`src/rtl/pong_pkg.sv`:
```
// pong_pkg: shared board constants, state/direction encodings and the paddle hit-window test.
package pong_pkg;
  localparam int c_GAME_WIDTH = 40;
  localparam int c_GAME_HEIGHT = 30;
  localparam logic [5:0] c_BALL_X_INIT = 6'd20;
  localparam logic [5:0] c_BALL_Y_INIT = 6'd15;
  localparam logic [5:0] c_X_MAX = 6'(c_GAME_WIDTH - 1);
  localparam logic [5:0] c_Y_MAX = 6'(c_GAME_HEIGHT - 1);
  localparam logic [1:0] c_IDLE = 2'd0;
  localparam logic [1:0] c_RUNNING = 2'd1;
  localparam logic [1:0] c_SCORE = 2'd2;
  typedef enum logic [1:0] {S_IDLE = c_IDLE, S_RUNNING = c_RUNNING, S_SCORE = c_SCORE} state_t;
  typedef enum logic {X_LEFT = 1'b0, X_RIGHT = 1'b1} x_dir_t;
  typedef enum logic {Y_UP = 1'b0, Y_DOWN = 1'b1} y_dir_t;
  // 7-bit compare so top+h cannot wrap past row 63
  function automatic logic in_window(input logic [5:0] y, input logic [5:0] top, input logic [6:0] h);
    return {1'b0, y} >= {1'b0, top} && {1'b0, y} <= {1'b0, top} + h;
  endfunction
endpackage

```
`src/rtl/pong_ball_ctrl_if.sv`:
```
// pong_ball_ctrl_if: paddle/scan inputs and ball/score outputs of the ball stage.
interface pong_ball_ctrl_if;
  logic i_Game_Start;
  logic [5:0] i_Col_Count_Div;
  logic [5:0] i_Row_Count_Div;
  logic [5:0] i_P1_Paddle_Y;
  logic [5:0] i_P2_Paddle_Y;
  logic o_Draw_Ball;
  logic [5:0] o_Ball_X;
  logic [5:0] o_Ball_Y;
  logic o_P1_Score_Pulse;
  logic o_P2_Score_Pulse;
  logic o_Game_Active;
  modport master (
    output i_Game_Start, i_Col_Count_Div, i_Row_Count_Div, i_P1_Paddle_Y, i_P2_Paddle_Y,
    input o_Draw_Ball, o_Ball_X, o_Ball_Y, o_P1_Score_Pulse, o_P2_Score_Pulse, o_Game_Active
  );
  modport slave (
    input i_Game_Start, i_Col_Count_Div, i_Row_Count_Div, i_P1_Paddle_Y, i_P2_Paddle_Y,
    output o_Draw_Ball, o_Ball_X, o_Ball_Y, o_P1_Score_Pulse, o_P2_Score_Pulse, o_Game_Active
  );
endinterface

```
`src/rtl/pong_tick_gen.sv`:
```
// pong_tick_gen: enabled 0..c_TERM counter; tick on terminal count, held at 0 while disabled.
module pong_tick_gen #(
  parameter int c_TERM = 1250000
) (
  input  logic i_Clk,
  input  logic i_Rst_n,
  input  logic i_En,
  output logic o_Tick
);
  localparam int W = $clog2(c_TERM + 1);
  logic [W-1:0] cnt_q, cnt_d;
  assign o_Tick = i_En && cnt_q == W'(c_TERM);
  assign cnt_d = (!i_En || o_Tick) ? '0 : cnt_q + 1'b1;
  always_ff @(posedge i_Clk or negedge i_Rst_n)
    if (!i_Rst_n) cnt_q <= '0;
    else cnt_q <= cnt_d;
endmodule

```
`src/rtl/pong_ball_ctrl.sv`:
```
// pong_ball_ctrl: ball motion, wall/paddle bounce, scoring pulses and registered ball draw strobe.
module pong_ball_ctrl
  import pong_pkg::*;
#(
  parameter int c_PADDLE_HEIGHT = 6,
  parameter int c_P1_PADDLE_X = 0,
  parameter int c_P2_PADDLE_X = 39,
  parameter int c_BALL_SPEED = 1250000
) (
  input logic i_Clk,
  input logic i_Rst_n,
  pong_ball_ctrl_if.slave bus
);
  localparam logic [5:0] P1_EDGE = 6'(c_P1_PADDLE_X + 1);
  localparam logic [5:0] P2_EDGE = 6'(c_P2_PADDLE_X - 1);
  localparam logic [6:0] PH = 7'(c_PADDLE_HEIGHT);
  state_t state_q, state_d;
  x_dir_t xdir_q, xdir_d;
  y_dir_t ydir_q, ydir_d;
  logic [5:0] x_q, x_d, y_q, y_d;
  logic p1_q, p1_d, p2_q, p2_d, draw_q, draw_d;
  logic tick, p1_hit, p2_hit;
  pong_tick_gen #(.c_TERM(c_BALL_SPEED)) u_tick (
    .i_Clk(i_Clk),
    .i_Rst_n(i_Rst_n),
    .i_En(state_q == S_RUNNING),
    .o_Tick(tick)
  );
  assign p1_hit = in_window(y_q, bus.i_P1_Paddle_Y, PH);
  assign p2_hit = in_window(y_q, bus.i_P2_Paddle_Y, PH);
  always_comb begin
    state_d = state_q;
    xdir_d = xdir_q;
    ydir_d = ydir_q;
    x_d = x_q;
    y_d = y_q;
    p1_d = 1'b0;
    p2_d = 1'b0;
    draw_d = bus.i_Col_Count_Div == x_q && bus.i_Row_Count_Div == y_q;
    if (state_q == S_IDLE && bus.i_Game_Start) state_d = S_RUNNING;
    else if (state_q == S_SCORE) begin
      state_d = S_IDLE;
      x_d = c_BALL_X_INIT;
      y_d = c_BALL_Y_INIT;
    end else if (state_q == S_RUNNING && tick) begin
      if (y_q == 6'd0 && ydir_q == Y_UP) begin
        ydir_d = Y_DOWN;
        y_d = 6'd1;
      end else if (y_q == c_Y_MAX && ydir_q == Y_DOWN) begin
        ydir_d = Y_UP;
        y_d = y_q - 6'd1;
      end else y_d = ydir_q == Y_DOWN ? y_q + 6'd1 : y_q - 6'd1;
      // on a score xdir already points at the conceding player, which is the next serve direction
      if (xdir_q == X_LEFT) begin
        if (x_q == 6'd0) begin
          state_d = S_SCORE;
          p2_d = 1'b1;
        end else if (x_q == P1_EDGE && p1_hit) begin
          xdir_d = X_RIGHT;
          x_d = x_q + 6'd1;
        end else x_d = x_q - 6'd1;
      end else begin
        if (x_q == c_X_MAX) begin
          state_d = S_SCORE;
          p1_d = 1'b1;
        end else if (x_q == P2_EDGE && p2_hit) begin
          xdir_d = X_LEFT;
          x_d = x_q - 6'd1;
        end else x_d = x_q + 6'd1;
      end
    end
  end
  always_ff @(posedge i_Clk or negedge i_Rst_n)
    if (!i_Rst_n) begin
      state_q <= S_IDLE;
      xdir_q <= X_RIGHT;
      ydir_q <= Y_DOWN;
      x_q <= c_BALL_X_INIT;
      y_q <= c_BALL_Y_INIT;
      p1_q <= 1'b0;
      p2_q <= 1'b0;
      draw_q <= 1'b0;
    end else begin
      state_q <= state_d;
      xdir_q <= xdir_d;
      ydir_q <= ydir_d;
      x_q <= x_d;
      y_q <= y_d;
      p1_q <= p1_d;
      p2_q <= p2_d;
      draw_q <= draw_d;
    end
  assign bus.o_Ball_X = x_q;
  assign bus.o_Ball_Y = y_q;
  assign bus.o_P1_Score_Pulse = p1_q;
  assign bus.o_P2_Score_Pulse = p2_q;
  assign bus.o_Draw_Ball = draw_q;
  assign bus.o_Game_Active = state_q == S_RUNNING;
endmodule

```
`src/flat_wrapper.sv`:
```
// flat-port wrapper written by rule: the top's interface ports become plain ports
module pong_ball_ctrl_flat import pong_pkg::*;
#(
  parameter int c_PADDLE_HEIGHT = 6,
  parameter int c_P1_PADDLE_X = 0,
  parameter int c_P2_PADDLE_X = 39,
  parameter int c_BALL_SPEED = 1250000
)
  (i_Clk, i_Rst_n, bus_i_Game_Start, bus_i_Col_Count_Div, bus_i_Row_Count_Div, bus_i_P1_Paddle_Y, bus_i_P2_Paddle_Y, bus_o_Draw_Ball, bus_o_Ball_X, bus_o_Ball_Y, bus_o_P1_Score_Pulse, bus_o_P2_Score_Pulse, bus_o_Game_Active);
  pong_ball_ctrl_if bus_i ();
  input logic i_Clk;
  input logic i_Rst_n;
  input wire logic [$bits(bus_i.i_Game_Start)-1:0] bus_i_Game_Start;
  input wire logic [$bits(bus_i.i_Col_Count_Div)-1:0] bus_i_Col_Count_Div;
  input wire logic [$bits(bus_i.i_Row_Count_Div)-1:0] bus_i_Row_Count_Div;
  input wire logic [$bits(bus_i.i_P1_Paddle_Y)-1:0] bus_i_P1_Paddle_Y;
  input wire logic [$bits(bus_i.i_P2_Paddle_Y)-1:0] bus_i_P2_Paddle_Y;
  output wire logic [$bits(bus_i.o_Draw_Ball)-1:0] bus_o_Draw_Ball;
  output wire logic [$bits(bus_i.o_Ball_X)-1:0] bus_o_Ball_X;
  output wire logic [$bits(bus_i.o_Ball_Y)-1:0] bus_o_Ball_Y;
  output wire logic [$bits(bus_i.o_P1_Score_Pulse)-1:0] bus_o_P1_Score_Pulse;
  output wire logic [$bits(bus_i.o_P2_Score_Pulse)-1:0] bus_o_P2_Score_Pulse;
  output wire logic [$bits(bus_i.o_Game_Active)-1:0] bus_o_Game_Active;
  assign bus_i.i_Game_Start = bus_i_Game_Start;
  assign bus_i.i_Col_Count_Div = bus_i_Col_Count_Div;
  assign bus_i.i_Row_Count_Div = bus_i_Row_Count_Div;
  assign bus_i.i_P1_Paddle_Y = bus_i_P1_Paddle_Y;
  assign bus_i.i_P2_Paddle_Y = bus_i_P2_Paddle_Y;
  assign bus_o_Draw_Ball = bus_i.o_Draw_Ball;
  assign bus_o_Ball_X = bus_i.o_Ball_X;
  assign bus_o_Ball_Y = bus_i.o_Ball_Y;
  assign bus_o_P1_Score_Pulse = bus_i.o_P1_Score_Pulse;
  assign bus_o_P2_Score_Pulse = bus_i.o_P2_Score_Pulse;
  assign bus_o_Game_Active = bus_i.o_Game_Active;
  pong_ball_ctrl #(.c_PADDLE_HEIGHT(c_PADDLE_HEIGHT), .c_P1_PADDLE_X(c_P1_PADDLE_X), .c_P2_PADDLE_X(c_P2_PADDLE_X), .c_BALL_SPEED(c_BALL_SPEED)) u_core (.i_Clk(i_Clk), .i_Rst_n(i_Rst_n), .bus(bus_i));
endmodule
```
`config.mk`:
```
export PLATFORM = sky130hd
export DESIGN_NAME = pong_ball_ctrl_flat
export DESIGN_NICKNAME = d
export VERILOG_FILES = /design/src/rtl/pong_pkg.sv /design/src/rtl/pong_ball_ctrl_if.sv /design/src/rtl/pong_tick_gen.sv /design/src/rtl/pong_ball_ctrl.sv /design/src/flat_wrapper.sv
export SDC_FILE = /design/constraint.sdc
export NUM_CORES = 1
export LEC_CHECK = 0
export CAP_MARGIN = 20
export CORE_MARGIN = 2
export CORE_UTILIZATION = 40
export DETAILED_ROUTE_END_ITERATION = 12
export GPL_ROUTABILITY_DRIVEN = 0
export GPL_TIMING_DRIVEN = 0
export SYNTH_ARGS = -nofsm -noshare
export SYNTH_HDL_FRONTEND = slang
export SYNTH_SLANG_ARGS = --single-unit
```
`constraint.sdc`:
```
create_clock -name i_Clk -period 5.9 [get_ports i_Clk]
set_input_delay 1.77 -clock i_Clk [delete_from_list [all_inputs] [get_ports i_Clk]]
set_output_delay 1.77 -clock i_Clk [all_outputs]
set_load 0.02 [all_outputs]
```
* Word-level counts from Yosys, hierarchy flattened
Cells that the tools add are included.
W data, S select, Z words.
** Cells by class
- $add $sub $neg :: 7
- $mul :: 0
- Divide/modulo/power cells :: 0
- Magnitude comparators :: 4
- Equality and inequality tests :: 12
- Shift operators :: 0
- Mux-type cells :: 36
- Bitwise logic cells :: 3
- Reductions and logical operators :: 24
** Operator list (number)
- $mux W6 :: 12
- $add A21 B1 Y21 const B :: 1
- $eq A21 B21 Y1 const B :: 1
- $mux W21 :: 1
- $mux W1 :: 17
- $add A6 B3 Y7 const B :: 2
- $le A6 B7 Y1 :: 2
- $add A6 B1 Y6 const B :: 2
- $eq A6 B6 Y1 :: 2
- $eq A6 B6 Y1 const B :: 2
- $ge A6 B6 Y1 :: 2
- $logic_not A6 Y1 :: 2
- $mux W2 :: 6
- $sub A6 B1 Y6 const B :: 2
- $logic_and A1 B1 Y1 :: 10
- $reduce_and A4 Y1 :: 2
- $eq A6 B1 Y1 const B :: 1
- $eq A6 B5 Y1 const B :: 1
- $reduce_and A3 Y1 :: 2
- $ne A4 B4 Y1 const B :: 1
- $reduce_bool A2 Y1 :: 2
- $reduce_bool A4 Y1 :: 1
- $ne A3 B1 Y1 const B :: 1
- $ne A3 B3 Y1 const B :: 1
- other kinds (8) :: 10
** Storage, ports and cells
- Register bits :: 40
- Bits in latches :: 0
- Bits in writable memories :: 0
- Memory bits (read-only) :: 0
- Input port bits :: 27
- Word-level logic and storage cells :: 95
- Memories kept :: 0

* Depth between registers and ports, before layout
- Depth in word-level cells :: 9
- Gate-level depth with buffers :: 12
- Mapped depth without buffers :: 12

* Hierarchy
From an unflattened synthesis, not the netlist that was laid out.
** Unflattened totals
- Cells, all modules :: 359
- Area, all modules :: 3163.0 µm²
** By module, submodules not included
- pong_ball_ctrl :: times used 1, cells each 237, area each 2008.2 µm²
- pong_tick_gen :: times used 1, cells each 122, area each 1154.9 µm²

* Worst setup path after synthesis
OpenSTA, ideal clock, no wires.
- Path type :: input to register
- Start :: in bus_i_P2_Paddle_Y[1]
- End :: reg u_core.x_q[5], in the netlist u_core.bus.o_Ball_X[5]
- Setup time :: 0.078 ns
- Arrival :: 4.000 ns
- Required time :: 5.822 ns
- Slack :: 1.822 ns
- Stages on the path :: 12
- Path buffers :: 0
- Cells stage by stage :: inv_1 > ha_1 > nor3_1 > xnor2_1 > ha_1 > and4b_1 > nand3_1 > o2111ai_1 > o211a_1 > a2111o_1 > a211oi_1 > o21bai_1
** Between the ends
- Word-level cells in the longest chain between the ends :: 9
- Elaborated cells on any way between the ends :: 10
** RTL lines
- start, declared :: line flat_wrapper.sv:17 : input wire logic [$bits(bus_i.i_P2_Paddle_Y)-1:0] bus_i_P2_Paddle_Y;
- $add A6 B3 Y7 :: line pong_pkg.sv:17 : return {1'b0, y} >= {1'b0, top} && {1'b0, y} <= {1'b0, top} + h;
- $le A6 B7 Y1 :: line pong_pkg.sv:17
- $logic_and A1 B1 Y1 * :: line pong_pkg.sv:17
- $logic_and A1 B1 Y1 * :: line pong_ball_ctrl.sv:66 : end else if (x_q == P2_EDGE && p2_hit) begin
- $mux W6 * :: line pong_ball_ctrl.sv:66
- $mux W6 * :: line pong_ball_ctrl.sv:63 : if (x_q == c_X_MAX) begin
- $mux W6 * :: line pong_ball_ctrl.sv:54 : if (xdir_q == X_LEFT) begin
- $mux W6 * :: line pong_ball_ctrl.sv:45 : end else if (state_q == S_RUNNING && tick) begin
- $mux W6 * :: line pong_ball_ctrl.sv:41 : else if (state_q == S_SCORE) begin
- end signal, assigned :: line pong_ball_ctrl.sv:78 : x_q <= c_BALL_X_INIT;
- end, declared :: line pong_ball_ctrl.sv:20 : logic [5:0] x_q, x_d, y_q, y_d;
Every way passes the cells marked *; elsewhere a longest branch is shown, timed or not. The select of a mux whose other input is x is not followed.
A chain may end at the register's enable or synchronous reset.

* Worst setup path in the final report
Same ends and word-level chain as after synthesis.

==> run_results.csv <==
group,metric,value,unit
timing,fin_skew,0.00582,ns
critical_path,worst_ep_arrival_time,4.85,ns
critical_path,rrSetupSlack,2.99,ns
clocking,clock_path_buffers,2,
critical_path,path_class,"primary input to flip-flop",
detailed_routing,drt_first_pass_iters,5,
clocking,root_buffer,"clkbuf_8",
cells_and_area,fin_area,0.00374,sq mm
synth,syn_area,0.00310,sq mm
synth,syn_area_per_cell,9.07,sq um
timing,finalHoldViolCount,0,
detailed_routing,drc,0,
timing,maxSlewHeadroom,0.417,
detailed_routing,post_drt_wl_per_cell,14.4,um
placement,io_buffers,42,
placement,dpl.hpwl,5270,um
detailed_routing,via_per_inst,5.38,
cells_and_area,nNetsFinal,452,
synth,yosysWarnings,0,
detailed_routing,detail-route-antenna-nets,0,
worst_hold_path,hp-class,"flip-flop to flip-flop",
clocking,clk_pin_slew_worst_paths,0.08,ns
clocking,cts-hold-fix-buffers,0,
die,initial_core_util,0.408,
global_routing,grt_pass1_wl,12000,um
clocking,htree_levels,2,
critical_path,crit_buf_inv,2,
synth,synth-seq-cells,40,
power_and_ir_drop,power_density,169,mW/mm^2
synth,syn_nets,403,
die,core_area,0.00761,sq mm
synth,syn_inst,342,
cells_and_area,diodes,0,
clocking,cts_tree,"built",
global_routing,grt_overflow,0,
power_and_ir_drop,p_leak,1.65,nW
synth,async_flop_share,1.00,
synth,synth-main-ff-cell,"dfrtp_1",
clocking,cts-buffers-inserted,5,
synth,synth-edff-count,0,
clocking,cts.sinks,40,
global_routing,grt_max_degree,41,
placement,placed_area,0.00364,sq mm
timing,hold_slack,0.503,ns
detailed_routing,totalWireLength,7140,um
die,rows,32,
critical_path,cp-end-kind,"flip-flop",
synth,yosys-top-cells-area,"dfrtp_1 26%, ha_1 14%, dfstp_2 6.8%, xnor2_1 6.2%, xor2_1 4.5%",
timing,fin_tns_setup,0,ns
critical_path,path_cells,"clkdlybuf4s50_1 -> inv_1 -> ha_1 -> nor3_1 -> xnor2_1 -> ha_1 -> and4b_1 -> nand3_1 -> o2111ai_1 -> o211a_1 -> a2111o_1 -> a211oi_1 -> o21bai_1",
synth,synth_common_cells,"35 x nor2_1, 34 x ha_1, 32 x dfrtp_1",
timing,finalCriticalPeriod,4.63,ns
critical_path,path_common_cell,"ha_1",
synth,yosys.area.top_type,"dfrtp_1",
global_routing,antenna_found_initial,0,
synth,synth_cell_types,60,
timing,rsz0062_at_grt,"false",
placement,dpl.cell_count,486,
critical_path,start_kind,"primary input",
global_routing,grtUsageTotal,0.173,
critical_path,critPathTopFamily,"compound AO/OA/AOI/OAI gates",
flow_run,maxCapViolCount,0,
die,chipHeight,92.1,um
power_and_ir_drop,fin_total_pwr,0.633,mW
clocking,clk_latency,0.29,ns
cells_and_area,layout-drive-gt1-share,0.0816,
die,die_w,92.1,um
detailed_routing,num_vias,2656,
clocking,post_cts_resized,0,
timing,drv_slew,0,
timing,fmax,216,MHz
critical_path,cp_slowest_stage_delay,0.53,ns
detailed_routing,drtIter0Drc,155,
global_routing,grt_pass1_vias,2610,
critical_path,cp_slowest_cell,"clkdlybuf4s50_1",
die,dieArea,0.00848,sq mm
run_status,status,"completed",
die,pin_count,43,
cells_and_area,syn_to_final_growth,20.7,%
timing,finalSetupViolations,0,
synth,ys_seq_area_frac,0.326,
power_and_ir_drop,ir_drop,0.000164,V
timing,worst_pin_slew,0.874,ns
synth,synth.most_common_cell,"nor2_1",
critical_path,worstPathRequired,6.12,ns
cells_and_area,layout.cells.non_filler,494,
synth,yosysTopAreaCellShare,0.258,
timing,fin_crit_sh,0.785,
clocking,post_cts_buffers,0,
critical_path,path_max_fanout,8,
[through the flow]
| stage | worst slack, ns | util |
|---|---|---|
| after global placement | 1.04 | 0.480 |
| after detailed placement | 0.970 | 0.479 |
| after global routing | 1.07 | 0.492 |
| final | 1.27 | 0.492 |
| after floorplan | 1.82 | - |
| after CTS | 1.27 | 0.492 |
[worst reg2reg max path, delay by kind of cell (launching register included)]
family	cells	cell delay, ns
compound gates	3	0.88
flops	1	0.66
simple gates	3	0.49
mux	1	0.34
fa+ha+maj	1	0.32
buf+inv	1	0.14
[flip-flops by register name, indices dropped and copies added (netlist names)]
| register | cells |
|---|---|
| u_core.bus.o_P1_Score_Pulse | 1 |
| u_core.bus.o_Draw_Ball | 1 |
| u_core.bus.o_Ball_Y | 6 |
| u_core.ydir_q | 1 |
| u_core.state_q | 2 |
| u_core.u_tick.cnt_q | 21 |
| u_core.bus.o_P2_Score_Pulse | 1 |
| u_core.xdir_q | 1 |
| u_core.bus.o_Ball_X | 6 |
[worst paths after layout]
kind | cells after the start | to | from
setup / recovery | 13 | u_core.bus.o_Ball_X[5]$_DFFE_PN0P_ | bus_i_P2_Paddle_Y[1]
min in group asynchronous | 1 | u_core.u_tick.cnt_q[16]$_DFF_PN0_ | i_Rst_n
hold / removal | 1 | u_core.u_tick.cnt_q[0]$_DFF_PN0_ | u_core.u_tick.cnt_q[0]$_DFF_PN0_
max in group asynchronous | 1 | u_core.bus.o_Ball_X[3]$_DFFE_PN0P_ | i_Rst_n
hold reg to reg | 1 | u_core.u_tick.cnt_q[0]$_DFF_PN0_ | u_core.u_tick.cnt_q[0]$_DFF_PN0_
setup reg to reg | 9 | u_core.bus.o_Ball_X[4]$_DFFE_PN1P_ | u_core.bus.o_Ball_Y[0]$_DFFE_PN1P_
[layer usage]
layer / share of wire / vias to the layer above / track usage
li1: - / 1333 / -
met1: 0.50 / 1259 / 0.240
met2: 0.45 / 59 / 0.287
met3: 0.045 / 5 / 0.0279
met4: 0.0059 / 0 / 0.0348
met5: 0 / - / 0
[layout by cell type, fill, tap and decap left out, drive strengths merged, types with 4 or more instances in the layout]
cell type,netlist,final
nand2b,6,6
o2111ai,5,5
dfstp,8,8
inv,24,24
nand4,8,8
xor2,16,16
nor4b,6,6
buf,4,5
a21oi,11,11
xnor2,22,22
a31oi,5,5
ha,34,34
nand3,23,23
clkdlybuf4s50,0,41
o21ai,13,13
nor2,37,37
dfrtp,32,32
clkbuf,5,13
and3,6,6
a21o,4,4
or3,4,4
nand2,22,22
nor3,6,6
[area by class of cell]
type,instances,area (sq um)
Fill cell,721,3860
Timing Repair Buffer,42,415
Buffer,9,46.3
Clock buffer,8,100
Inverter,24,90.1
Tap cell,102,128
Sequential cell,40,1010
Multi-Input combinational cell,269,1950
[kinds of logic (layout without fill, tap and decap cells)]
group           Yosys count  in the layout  synth area share
mux                       3              3            0.0105
xor+xnor                 38             38             0.107
buf+inv                  33             83            0.0440
flops                    40             40             0.326
simple gates            130            130             0.223
compound gates           64             64             0.152
fa+ha+maj                34             34             0.137
[power breakdown]
part	switching, mW	internal (mW)	total (mW)
Sequential	0.0272	0.298	0.325
Clock	0.0939	0.107	0.201
Combinational	0.0503	0.0570	0.107
(Power assumes the default switching activity.)
